==> src/rtl/if_stage_if.sv <==
// Instruction-memory request/response bundle between the fetch stage and imem.
// The master side issues req/addr; the slave side answers with gnt/rvalid/rdata.
interface if_stage_if;
    logic        req;
    logic [31:0] addr;
    logic        gnt;
    logic        rvalid;
    logic [31:0] rdata;

    modport master (
        output req, addr,
        input  gnt, rvalid, rdata
    );

    modport slave (
        input  req, addr,
        output gnt, rvalid, rdata
    );
endinterface

==> src/rtl/if_stage.sv <==
// Instruction-fetch stage: owns the PC, fetches over imem, buffers words for decode.
// Optional IF_PERF_CNT_EN adds fetch_cnt_o / squash_cnt_o performance counters.
module if_stage #(
    parameter logic [31:0] RESET_PC   = 32'h0000_0000,
    parameter int          FIFO_DEPTH = 2,
    parameter logic [31:0] NOP_INSTR  = 32'h0000_0013
) (
    input  logic              clk,
    input  logic              rst,
    input  logic              stall_i,
    input  logic              redirect_i,
    input  logic [31:0]       redirect_pc_i,
    if_stage_if.master        imem,
    output logic [31:0]       instr_o,
    output logic [31:0]       pc_o,
    output logic              valid_o
`ifdef IF_PERF_CNT_EN
    ,
    output logic [31:0]       fetch_cnt_o,
    output logic [31:0]       squash_cnt_o
`endif
);
    localparam int AW = $clog2(FIFO_DEPTH);
    localparam int CW = AW + 1;
    localparam int DW = 8;
    localparam logic [CW:0] DEPTH_W = (CW + 1)'(FIFO_DEPTH);

    logic [31:0]   fetch_pc;
    logic [AW-1:0] rd_ptr;
    logic [AW-1:0] wr_ptr;
    logic [CW-1:0] count;
    logic [CW-1:0] outstanding;
    logic [DW-1:0] discard;
    logic [31:0]   pc_q    [FIFO_DEPTH];
    logic [31:0]   instr_q [FIFO_DEPTH];

    logic          grant;
    logic          drop;
    logic          push;
    logic          pop;
    logic [CW:0]   reserved;
    logic [31:0]   resp_pc;
    logic [DW-1:0] inflight;

    assign reserved  = {1'b0, count} + {1'b0, outstanding};
    assign imem.req  = !rst && !redirect_i && (reserved < DEPTH_W);
    assign imem.addr = {fetch_pc[31:2], 2'b00};

    assign grant = imem.req && imem.gnt;
    assign drop  = imem.rvalid && (discard != '0);
    assign push  = imem.rvalid && (discard == '0);
    assign pop   = valid_o && !stall_i;

    // Live requests are contiguous, so the oldest one sits outstanding words behind fetch_pc.
    assign resp_pc  = fetch_pc - 32'({outstanding, 2'b00});
    assign inflight = discard + DW'(outstanding) - DW'(imem.rvalid);

    assign valid_o = (count != '0);
    assign instr_o = valid_o ? instr_q[rd_ptr] : NOP_INSTR;
    assign pc_o    = valid_o ? pc_q[rd_ptr] : RESET_PC;

    always_ff @(posedge clk) begin
        if (rst || redirect_i) begin
            fetch_pc    <= rst ? RESET_PC : {redirect_pc_i[31:2], 2'b00};
            rd_ptr      <= '0;
            wr_ptr      <= '0;
            count       <= '0;
            outstanding <= '0;
            discard     <= inflight;
        end else begin
            if (grant)
                fetch_pc <= fetch_pc + 32'd4;
            if (drop)
                discard <= discard - DW'(1);
            if (push) begin
                pc_q[wr_ptr]    <= resp_pc;
                instr_q[wr_ptr] <= imem.rdata;
                wr_ptr          <= wr_ptr + AW'(1);
            end
            if (pop)
                rd_ptr <= rd_ptr + AW'(1);
            if (push && !pop)
                count <= count + CW'(1);
            else if (pop && !push)
                count <= count - CW'(1);
            outstanding <= outstanding + CW'(grant) - CW'(push);
        end
    end

`ifdef IF_PERF_CNT_EN
    always_ff @(posedge clk) begin
        if (rst) begin
            fetch_cnt_o  <= '0;
            squash_cnt_o <= '0;
        end else begin
            if (pop && !redirect_i)
                fetch_cnt_o <= fetch_cnt_o + 32'd1;
            if (imem.rvalid && (redirect_i || drop))
                squash_cnt_o <= squash_cnt_o + 32'd1;
        end
    end
`endif
endmodule

==> src/flat_wrapper.sv <==
// flat-port wrapper written by rule: the top's interface ports become plain ports
module if_stage_flat 
#(
    parameter logic [31:0] RESET_PC   = 32'h0000_0000,
    parameter int          FIFO_DEPTH = 2,
    parameter logic [31:0] NOP_INSTR  = 32'h0000_0013
)
  (clk, rst, stall_i, redirect_i, redirect_pc_i, instr_o, pc_o, valid_o, imem_req, imem_addr, imem_gnt, imem_rvalid, imem_rdata);
  if_stage_if imem_i ();
  input  logic clk;
  input  logic rst;
  input  logic stall_i;
  input  logic redirect_i;
  input  logic [31:0] redirect_pc_i;
  output logic [31:0] instr_o;
  output logic [31:0] pc_o;
  output logic valid_o;
  output wire logic [$bits(imem_i.req)-1:0] imem_req;
  output wire logic [$bits(imem_i.addr)-1:0] imem_addr;
  input wire logic [$bits(imem_i.gnt)-1:0] imem_gnt;
  input wire logic [$bits(imem_i.rvalid)-1:0] imem_rvalid;
  input wire logic [$bits(imem_i.rdata)-1:0] imem_rdata;
  assign imem_req = imem_i.req;
  assign imem_addr = imem_i.addr;
  assign imem_i.gnt = imem_gnt;
  assign imem_i.rvalid = imem_rvalid;
  assign imem_i.rdata = imem_rdata;
  if_stage #(.RESET_PC(RESET_PC), .FIFO_DEPTH(FIFO_DEPTH), .NOP_INSTR(NOP_INSTR)) u_core (.clk(clk), .rst(rst), .stall_i(stall_i), .redirect_i(redirect_i), .redirect_pc_i(redirect_pc_i), .imem(imem_i), .instr_o(instr_o), .pc_o(pc_o), .valid_o(valid_o));
endmodule
==> config.mk <==
export PLATFORM = sky130hd
export DESIGN_NAME = if_stage_flat
export DESIGN_NICKNAME = d
export VERILOG_FILES = /design/src/rtl/if_stage_if.sv /design/src/rtl/if_stage.sv /design/src/flat_wrapper.sv
export SDC_FILE = /design/constraint.sdc
export NUM_CORES = 1
export LEC_CHECK = 0
export BUFFER_PORTS_ARGS = -buffer_cell sky130_fd_sc_hd__buf_2
export CORE_MARGIN = 2
export CORE_UTILIZATION = 44
export CTS_CLUSTER_DIAMETER = 200
export DETAILED_ROUTE_END_ITERATION = 10
export PLACE_DENSITY = 0.66
export SLEW_MARGIN = 25
export SYNTH_ARGS = -nofsm -noshare
export SYNTH_HDL_FRONTEND = slang
export SYNTH_SLANG_ARGS = --single-unit
==> constraint.sdc <==
create_clock -name clk -period 12.6 [get_ports clk]
set_input_delay 1.89 -clock clk [delete_from_list [all_inputs] [get_ports clk]]
set_output_delay 1.89 -clock clk [all_outputs]
set_load 0.005 [all_outputs]
# [Word-level counts from Yosys, hierarchy flattened]
# Memories as Yosys holds them, arrays and structs flattened. A register that Yosys moved wholly into a read port is not among the register bits.
# Cells that the tools add are included.
[totals] reg_bits=46 ram_bits=128 inputBits=70 n_memories=2
[classes] n_addsub=12 order_cmp=1 muxes=16 n_reduce_logical=20
[mem_list] name="u_core.instr_q" depth=2 width=32 rd=1 rd_clocked_by_memory_dff=1 wr=1 line_no="if_stage.sv:35" source="logic [31:0] instr_q [FIFO_DEPTH];"
[mem_list] name="u_core.pc_q" depth=2 width=32 rd=1 rd_clocked_by_memory_dff=1 wr=1 line_no="if_stage.sv:34" source="logic [31:0] pc_q [FIFO_DEPTH];"
[ops] operator="$mux 32" n=5
[ops] operator="$add 32x3->32 const B" n=1
[ops] operator="$sub 32x4->32" n=1
[ops] operator="$mux 8" n=2
[ops] operator="$add 8x2->8" n=1
[ops] operator="$logic_and 1x1->1" n=8
[ops] operator="$logic_not 8->1" n=1
[ops] operator="$reduce_bool 2->1" n=4
[ops] operator="$reduce_bool 8->1" n=1
[ops] operator="$sub 8x1->8" n=1
[ops] operator="$sub 8x1->8 const B" n=1
[ops] operator="$mux 1" n=7
[ops] operator="$logic_not 1->1" n=5
[ops] operator="$mux 2" n=2
[ops] operator="$add 2x2->3" n=1
[ops] operator="$lt 3x2->1 const B" n=1
[ops] operator="$add 1x1->1 const B" n=2
[ops] operator="$add 2x1->2" n=1
[ops] operator="$add 2x1->2 const B" n=1
[ops] operator="$sub 2x1->2" n=1
[ops] operator="$sub 2x1->2 const B" n=1
[ops] operator="$logic_or 1x1->1" n=1

# [Depth between registers and ports, before layout]
# Gate-level depths: netlist (run 1).
[logic_depth] word_depth=6 mapped_depth=11 depth_no_buf=11

# [Worst setup path after synthesis (run 1)]
# Ideal clock, no wire load.
[synth_path] path_type="input-to-reg" start="input redirect_i" end="memory u_core.instr_q[0][0], enable pin" setup_ns=0.635 t_arrival_ns=8.602 slack_ns=3.363 cell_stages=5 cell_sequence="clkbuf_1 -> or2_2 -> clkbuf_1 -> clkbuf_1 -> nor4_1"
[synth_between] elab_chain_len=3
[synth_rtl] item="from (decl)" line_no="flat_wrapper.sv:13" source="input logic redirect_i;"
[synth_rtl] item="$logic_or 1x1->1" line_no="if_stage.sv:63" source="if (rst || redirect_i) begin"
[synth_rtl] item="$mux 1" line_no="if_stage.sv:63"
[synth_rtl] item="$mux 1 (not written as such)" line_no="if_stage.sv:77" source="instr_q[wr_ptr] <= imem.rdata;"
[synth_rtl] item="to (decl)" line_no="if_stage.sv:35"
# No other way between the ends.

# [Final worst setup path (run 1)]
[layout_path] start="input rst" end="output imem_req"
[layout_between] elab_chain_len=3
[layout_rtl] item="from (decl)" line_no="flat_wrapper.sv:11" source="input logic rst;"
[layout_rtl] item="$logic_not 1->1" line_no="if_stage.sv:46" source="assign imem.req = !rst && !redirect_i && (reserved < DEPTH_W);"
[layout_rtl] item="$logic_and 1x1->1 (2 in series)" line_no="if_stage.sv:46"
[layout_rtl] item="to (decl)" line_no="flat_wrapper.sv:18" source="output wire logic [$bits(imem_i.req)-1:0] imem_req;"
# No other way between the ends.

==> metrics.txt, run 1 <==
main flop type after synthesis=edfxtp_1; Avg Synthesized Cell Area=12.2 sq um; Die Area=0.0207 sq mm; Crit path top cell by count=buf_2; Detailed Route WL=17.8 mm; largest stage delay on the critical path=0.53 ns; first-pass GRT wire length=27.5 mm; Initial Util=0.446; Psw=0.396 mW; input/output buffers=161; total track usage=0.172; Max Fclk=0.199 GHz; H-tree Lvls=4; clk_lat worst skew=0.41 ns; TritonCTS Sinks=169; flops & latches, synth=169; vias in the first global route=5255; Max transition margin=0.433; Peak supply drop=0.0921 mV; cts bufs inserted=17; part of the power in registers=0.471; # DRC=0; post-route antenna net violation count=0; Fill cells=1679; die extent in y=144 um; CTS Hold Bufs=0; Tmin final=5.02 ns; Net count, final=943; Worst Path Max Fanout=32; Final HPWL DP=11.9 mm; Final Hold Violating Endpoints=0; pwr dens=145 mW/mm^2; Setup violations, final=0; Int Pwr=1.08 mW; Setup Fix Bufs, Post-CTS=0; number of synthesized flops with an enable pin=162; YS warnings=0; Site Rows=51; WP data required=10.71 ns; status=complete, no violations; DR pass1 iterations=4; register area share after synthesis=0.580; fraction of layout cells with a size suffix above 1=0.260; GRT overflow=0; CTS tree=yes; cells along the critical path=buf_2 -> or2_2 -> nor3_1 -> buf_2; Net Sw Frac=0.269; critical path startpoint category=input pin; max-cap violations=0; Clk pwr share=0.342; Worst Tran Pin Value=0.851 ns; Slowest cell on crit path=or2_2; Vias=5640; Period Utilization, post-route=0.399; Syn Inst Count=706; Crit Path Category=input pin to output pin; root buf cell=clkbuf_16; IO Pins=168; Placer Congestion=0.812; Hold/Removal Path Class=flop to flop; synthesized area=0.00862 sq mm; Lkg Pwr=3.87 nW; post-cts sizing count=0; initial antenna violation count=0; clk slew on worst S/H paths=0.06 ns; Async SR Flop Fraction=0; combinational power share=0.188; RSZ-0062 raised after global routing=false; # diodes=0; Core Footprint=0.0193 sq mm; largest net degree at the start of global routing=63; final slew viol count=0; area delta synth->final=17.9%; skew final=0.0133 ns; Worst Path Arrival=3.13 ns; Sum Neg Setup Slack=0 ns; CP Capture Type=output pin; Synth cell types=59; clk buf depth=2; Via density=5.02; fin area=0.0102 sq mm; per-cell routed wire length=15.9 um; Die W=144 um; placed cell area=0.00959 sq mm; DR iter-0 viols=278; Buf+Inv Stages, Crit Path=2; Largest delay share family, worst path=simple AND/OR/NAND/NOR gates
==> cell usage in the layout (no fill, tap or decap), types with 3 or more instances in the layout <==
master       n
edfxtp_1   162
buf_2      161
nor2_1     108
mux2i_1     67
xnor2_1     38
nand2_1     37
inv_1       33
xor2_1      28
ha_1        24
clkbuf_16   17
a21oi_1     16
nand3_1     14
a211oi_1    14
nand4_1     11
nor4_2       8
nor3_1       8
o21ai_0      8
nor4_1       6
buf_4        6
dfxtp_1      6
nor3_2       4
o21bai_1     4
and3_1       4
conb_1       4
inv_6        4
nand2b_1     3
and2_1       3
or3_1        3
clkinv_1     3
and4_1       3
a311oi_1     3
fa_1         3
clkinv_4     3
==> cell families (layout without fill, tap and decap cells) <==
group,after synthesis,after routing,share of synthesized area
simple gates,234,234,0.142
other cells,1,4,0.000435
buf+inv,83,232,0.0428
compound gates,58,58,0.0464
mux,68,68,0.0791
flops,169,169,0.580
fa+ha+maj,27,27,0.0418
xor+xnor,66,66,0.0670
==> metal layers <==
metal / GRT usage / up-vias / part of all wire
met3: 0.0348 / 18 / 0.062
li1: - / 2797 / -
met4: 0.0609 / 0 / 0.016
met2: 0.268 / 163 / 0.45
met1: 0.242 / 2662 / 0.47
met5: 0 / - / 0
==> per-stage QoR <==
stage	util	hold WS (ns)	instances	total power, mW	worst slack (ns)
2_1_floorplan	-	0.472	709	0.908	3.36
3_3_place_gp	0.496	0.484	1092	0.974	7.54
5_1_grt	0.526	0.537	1123	1.55	7.51
3_5_place_dp	0.496	0.494	1092	0.980	7.55
4_1_cts	0.526	0.504	1123	1.49	7.55
6_report	0.526	0.505	1123	1.47	7.58
==> final timing paths <==
kind,start,end,slack (ns),cells after the start
min reg2reg,u_core.rd_ptr,flop,0.51,2
max reg2reg,u_core.fetch_pc[11],u_core.fetch_pc[31],9.81,5
min,u_core.rd_ptr,flop,0.51,2
max,rst,imem_req,7.58,4
==> power by group through the flow <==
stage | clock network, mW | registers (mW) | logic (mW)
3_3_place_gp | 0 | 0.704 | 0.270
2_1_floorplan | 0 | 0.686 | 0.223
5_1_grt | 0.538 | 0.698 | 0.319
4_1_cts | 0.518 | 0.693 | 0.278
3_5_place_dp | 0 | 0.704 | 0.275
6_report | 0.503 | 0.693 | 0.277
==> state kept, by name (all words and copies together), names as in the netlist, named ones only <==
register,count
u_core.pc_q,60
u_core.outstanding,2
u_core.instr_q,64
u_core.wr_ptr,1
u_core.discard,8
u_core.fetch_pc,30
u_core.count,2
u_core.rd_ptr,1
==> tightest hold or removal path, cell delays in order (launching register included) <==
cell and delay, ns:
dfxtp_1 0.32, xor2_1 0.08, nor2_1 0.07
==> synth_stat cells, types with 2 or more instances <==
library cell | count | area (sq um)
edfxtp_1 | 162 | 4860
nor2_1 | 109 | 409
mux2i_1 | 67 | 671
xnor2_1 | 38 | 333
nand2_1 | 37 | 139
inv_1 | 33 | 124
xor2_1 | 28 | 245
ha_1 | 24 | 300
clkbuf_1 | 23 | 86.3
a21oi_1 | 16 | 80.1
a211oi_1 | 14 | 105
nand3_1 | 14 | 70.1
nand4_1 | 11 | 68.8
buf_2 | 10 | 50.1
nor3_1 | 8 | 40.0
o21ai_0 | 8 | 40.0
buf_1 | 7 | 26.3
dfxtp_1 | 7 | 140
nor4_1 | 7 | 43.8
nor4_2 | 7 | 87.6
buf_4 | 6 | 45.0
and3_1 | 5 | 31.3
nor3_2 | 4 | 40.0
o21bai_1 | 4 | 30.0
a311oi_1 | 3 | 26.3
and2_1 | 3 | 18.8
and4_1 | 3 | 26.3
buf_6 | 3 | 33.8
fa_1 | 3 | 60.1
nand2b_1 | 3 | 18.8
or3_1 | 3 | 18.8
a21boi_0 | 2 | 15.0
a31oi_1 | 2 | 12.5
nor2b_1 | 2 | 12.5
nor3_4 | 2 | 32.5
o41ai_1 | 2 | 17.5
or2_1 | 2 | 12.5
or4_1 | 2 | 15.0
or4_4 | 2 | 22.5
==> area by class of cell <==
class / count / area (sq um) / share of cell area
Clock inverter: 14 / 146 / 0.0144
Tap cell: 265 / 332 / 0.0326
Multi-Input combinational cell: 457 / 3270 / 0.322
Timing Repair Buffer: 167 / 851 / 0.0837
Sequential cell: 169 / 5010 / 0.493
Clock buffer: 17 / 425 / 0.0419
Inverter: 34 / 128 / 0.0126
(Power assumes the default switching activity.)
==> inputs of run 2 (changes only) <==
--- a/config.mk
+++ b/config.mk
@@ -10,7 +10,7 @@
 export CORE_UTILIZATION = 44
 export CTS_CLUSTER_DIAMETER = 200
 export DETAILED_ROUTE_END_ITERATION = 10
-export PLACE_DENSITY = 0.66
+export PLACE_DENSITY = 0.68
 export SLEW_MARGIN = 25
 export SYNTH_ARGS = -nofsm -noshare
 export SYNTH_HDL_FRONTEND = slang
==> constraint.sdc (replaced) <==
create_clock -name clk -period 4.4 [get_ports clk]
set_input_delay 0.66 -clock clk [delete_from_list [all_inputs] [get_ports clk]]
set_output_delay 0.66 -clock clk [all_outputs]
set_load 0.005 [all_outputs]
==> metrics.txt, run 2 (same netlist as run 1, synthesis figures left out) <==
part of the power in registers=0.459 (-0.012); IO Pins=168 (unchanged); Die W=144 um (unchanged); Crit Path Category=flop to output pin; Die Area=0.0207 sq mm (unchanged); Vias=5713 (+1.3%); combinational power share=0.182 (-0.006); DR iter-0 viols=249 (-10%); Setup violations, final=0 (unchanged); die extent in y=144 um (unchanged); pwr dens=421 mW/mm^2 (+190%); cts bufs inserted=17 (unchanged); Setup Fix Bufs, Post-CTS=0 (unchanged); per-cell routed wire length=15.9 um (+0.16%); # DRC=0 (unchanged); DR pass1 iterations=4 (unchanged); Via density=5.08 (+1.1%); Hold/Removal Path Class=input pin to flop; Int Pwr=3.16 mW (+190%); WP data required=3.74 ns (-6.97 ns); TritonCTS Sinks=169 (unchanged); skew final=0.0103 ns (-0.00300 ns); root buf cell=clkbuf_16; post-cts sizing count=0 (unchanged); Tmin final=2.80 ns; Max transition margin=0.433 (about the same); max reg flops=64 (unchanged); CP Capture Type=output pin; most frequent cells in the layout=edfxtp_1 (162), buf_2 (161), nor2_1 (108), mux2i_1 (67), xnor2_1 (38); Peak supply drop=0.270 mV (+190%); max-cap violations=0 (unchanged); Core Footprint=0.0193 sq mm (unchanged); Largest Register=u_core.instr_q; Initial Util=0.446 (unchanged); placed cell count=1093 (+0.092%); CTS tree=yes; GR Util met3=0.0381 (+0.00331); vias in the first global route=5320 (+1.2%); RSZ-0062 raised after global routing=false; clk slew on worst S/H paths=0.07 ns (about the same); Net count, final=944 (+0.11%); initial antenna violation count=0 (unchanged); placed cell area=0.00965 sq mm (+0.56%); GRT overflow=0 (unchanged); total track usage=0.171 (-0.00159); Fill cells=1707 (+1.7%); post-route antenna net violation count=0 (unchanged); CTS Hold Bufs=0 (unchanged); Final Hold Violating Endpoints=0 (unchanged); input/output buffers=161 (unchanged); Period Utilization, post-route=0.636; final slew viol count=0 (unchanged); GRT Max-Usage Layer=met2; clk_lat worst skew=0.43 ns (+0.02 ns); non-filler cells, final=1125 (+0.18%); Psw=1.17 mW (+190%); Placer Congestion=0.825 (+1.6%); status=complete, no violations; met1 Usage GRT=0.233 (-0.00929); Clk pwr share=0.359 (+0.017); first-pass GRT wire length=27.4 mm (-0.55%); post-layout util=0.531 (+0.00498); biggest regs=u_core.instr_q: 64 flops, u_core.pc_q: 60 flops, u_core.fetch_pc: 30 flops; area delta synth->final=19.0%; Worst Path Max Fanout=32 (unchanged); largest net degree at the start of global routing=63 (unchanged); R2R setup slack=1.66 ns (-8.15 ns); most common cell after layout, fill and taps aside=edfxtp_1; Worst Path Arrival=2.14 ns (-0.99 ns); critical path startpoint category=flop; Site Rows=51 (unchanged); Worst Tran Pin Value=0.851 ns (-0.0000743 ns); clk buf depth=2 (unchanged); Final HPWL DP=12.2 mm (+2.8%); Sum Neg Setup Slack=0 ns (unchanged); Max Fclk=0.357 GHz; Net Sw Frac=0.270 (+0.000857); fraction of layout cells with a size suffix above 1=0.263 (+0.00288); Lkg Pwr=3.90 nW (+0.78%); H-tree Lvls=4 (unchanged); fin area=0.0103 sq mm (+0.95%); WHS=0.419 ns (-0.0857 ns); # diodes=0 (unchanged); Detailed Route WL=17.9 mm (+0.34%); met2 Use GR=0.271 (+0.00376)
## run 2: changes by cell type in the layout (fill, tap and decap cells not counted), sizes merged
cell      delta
clkinv       -5
inv          +3
buf          +1
bufinv       +1
clkbuf       +1
clkinvlp     +1
## run 2: final cells by class
type,count,area [sq um],share of cell area
clock buffer,18,429,0.0418
clock inverter,14,185,0.0180
inverter,34,128,0.0124
multi-input combinational,457,3280,0.320
sequential,169,5010,0.488
tap,265,332,0.0323
timing repair buffer,168,896,0.0873
## run 2: power groups by stage
stage / logic (mW) / clock network [mW] / registers [mW]
global route: 0.899 / 1.65 / 2.00
CTS: 0.793 / 1.59 / 1.98
global placement: 0.768 / 0 / 2.01
finish: 0.786 / 1.55 / 1.98
floorplan: 0.638 / 0 / 1.96
detailed placement: 0.786 / 0 / 2.02
## run 2: worst max-delay path: stages, from the launching register on
cell and delay (ns):
dfxtp_1 0.36, nor2_4 0.63, buf_4 0.46, nor2_1 0.11
buf_2 0.14
## run 2: path summary, 6_finish.rpt
path	start	to	cells after the start
worst min register to register	u_core.rd_ptr	flop	2
worst min-delay path	imem_rdata[28]	u_core.instr_q[0][28]	1
worst max register to register	u_core.fetch_pc[5]	u_core.fetch_pc[31]	5
worst max-delay path	u_core.count[1]	instr_o[7]	4
## run 2: per-layer routing
metal,part of all wire,up-vias
li1,-,2796
met1,0.46,2721
met2,0.46,175
met3,0.059,21
met4,0.014,0
met5,0,-
## run 2: metrics by stage
step / setup slack [ns] / power, mW
2_1_floorplan: 0.477 / 2.60
3_3_place_gp: 1.59 / 2.78
3_5_place_dp: 1.56 / 2.80
4_1_cts: 1.54 / 4.37
5_1_grt: 1.43 / 4.55
6_report: 1.60 / 4.32
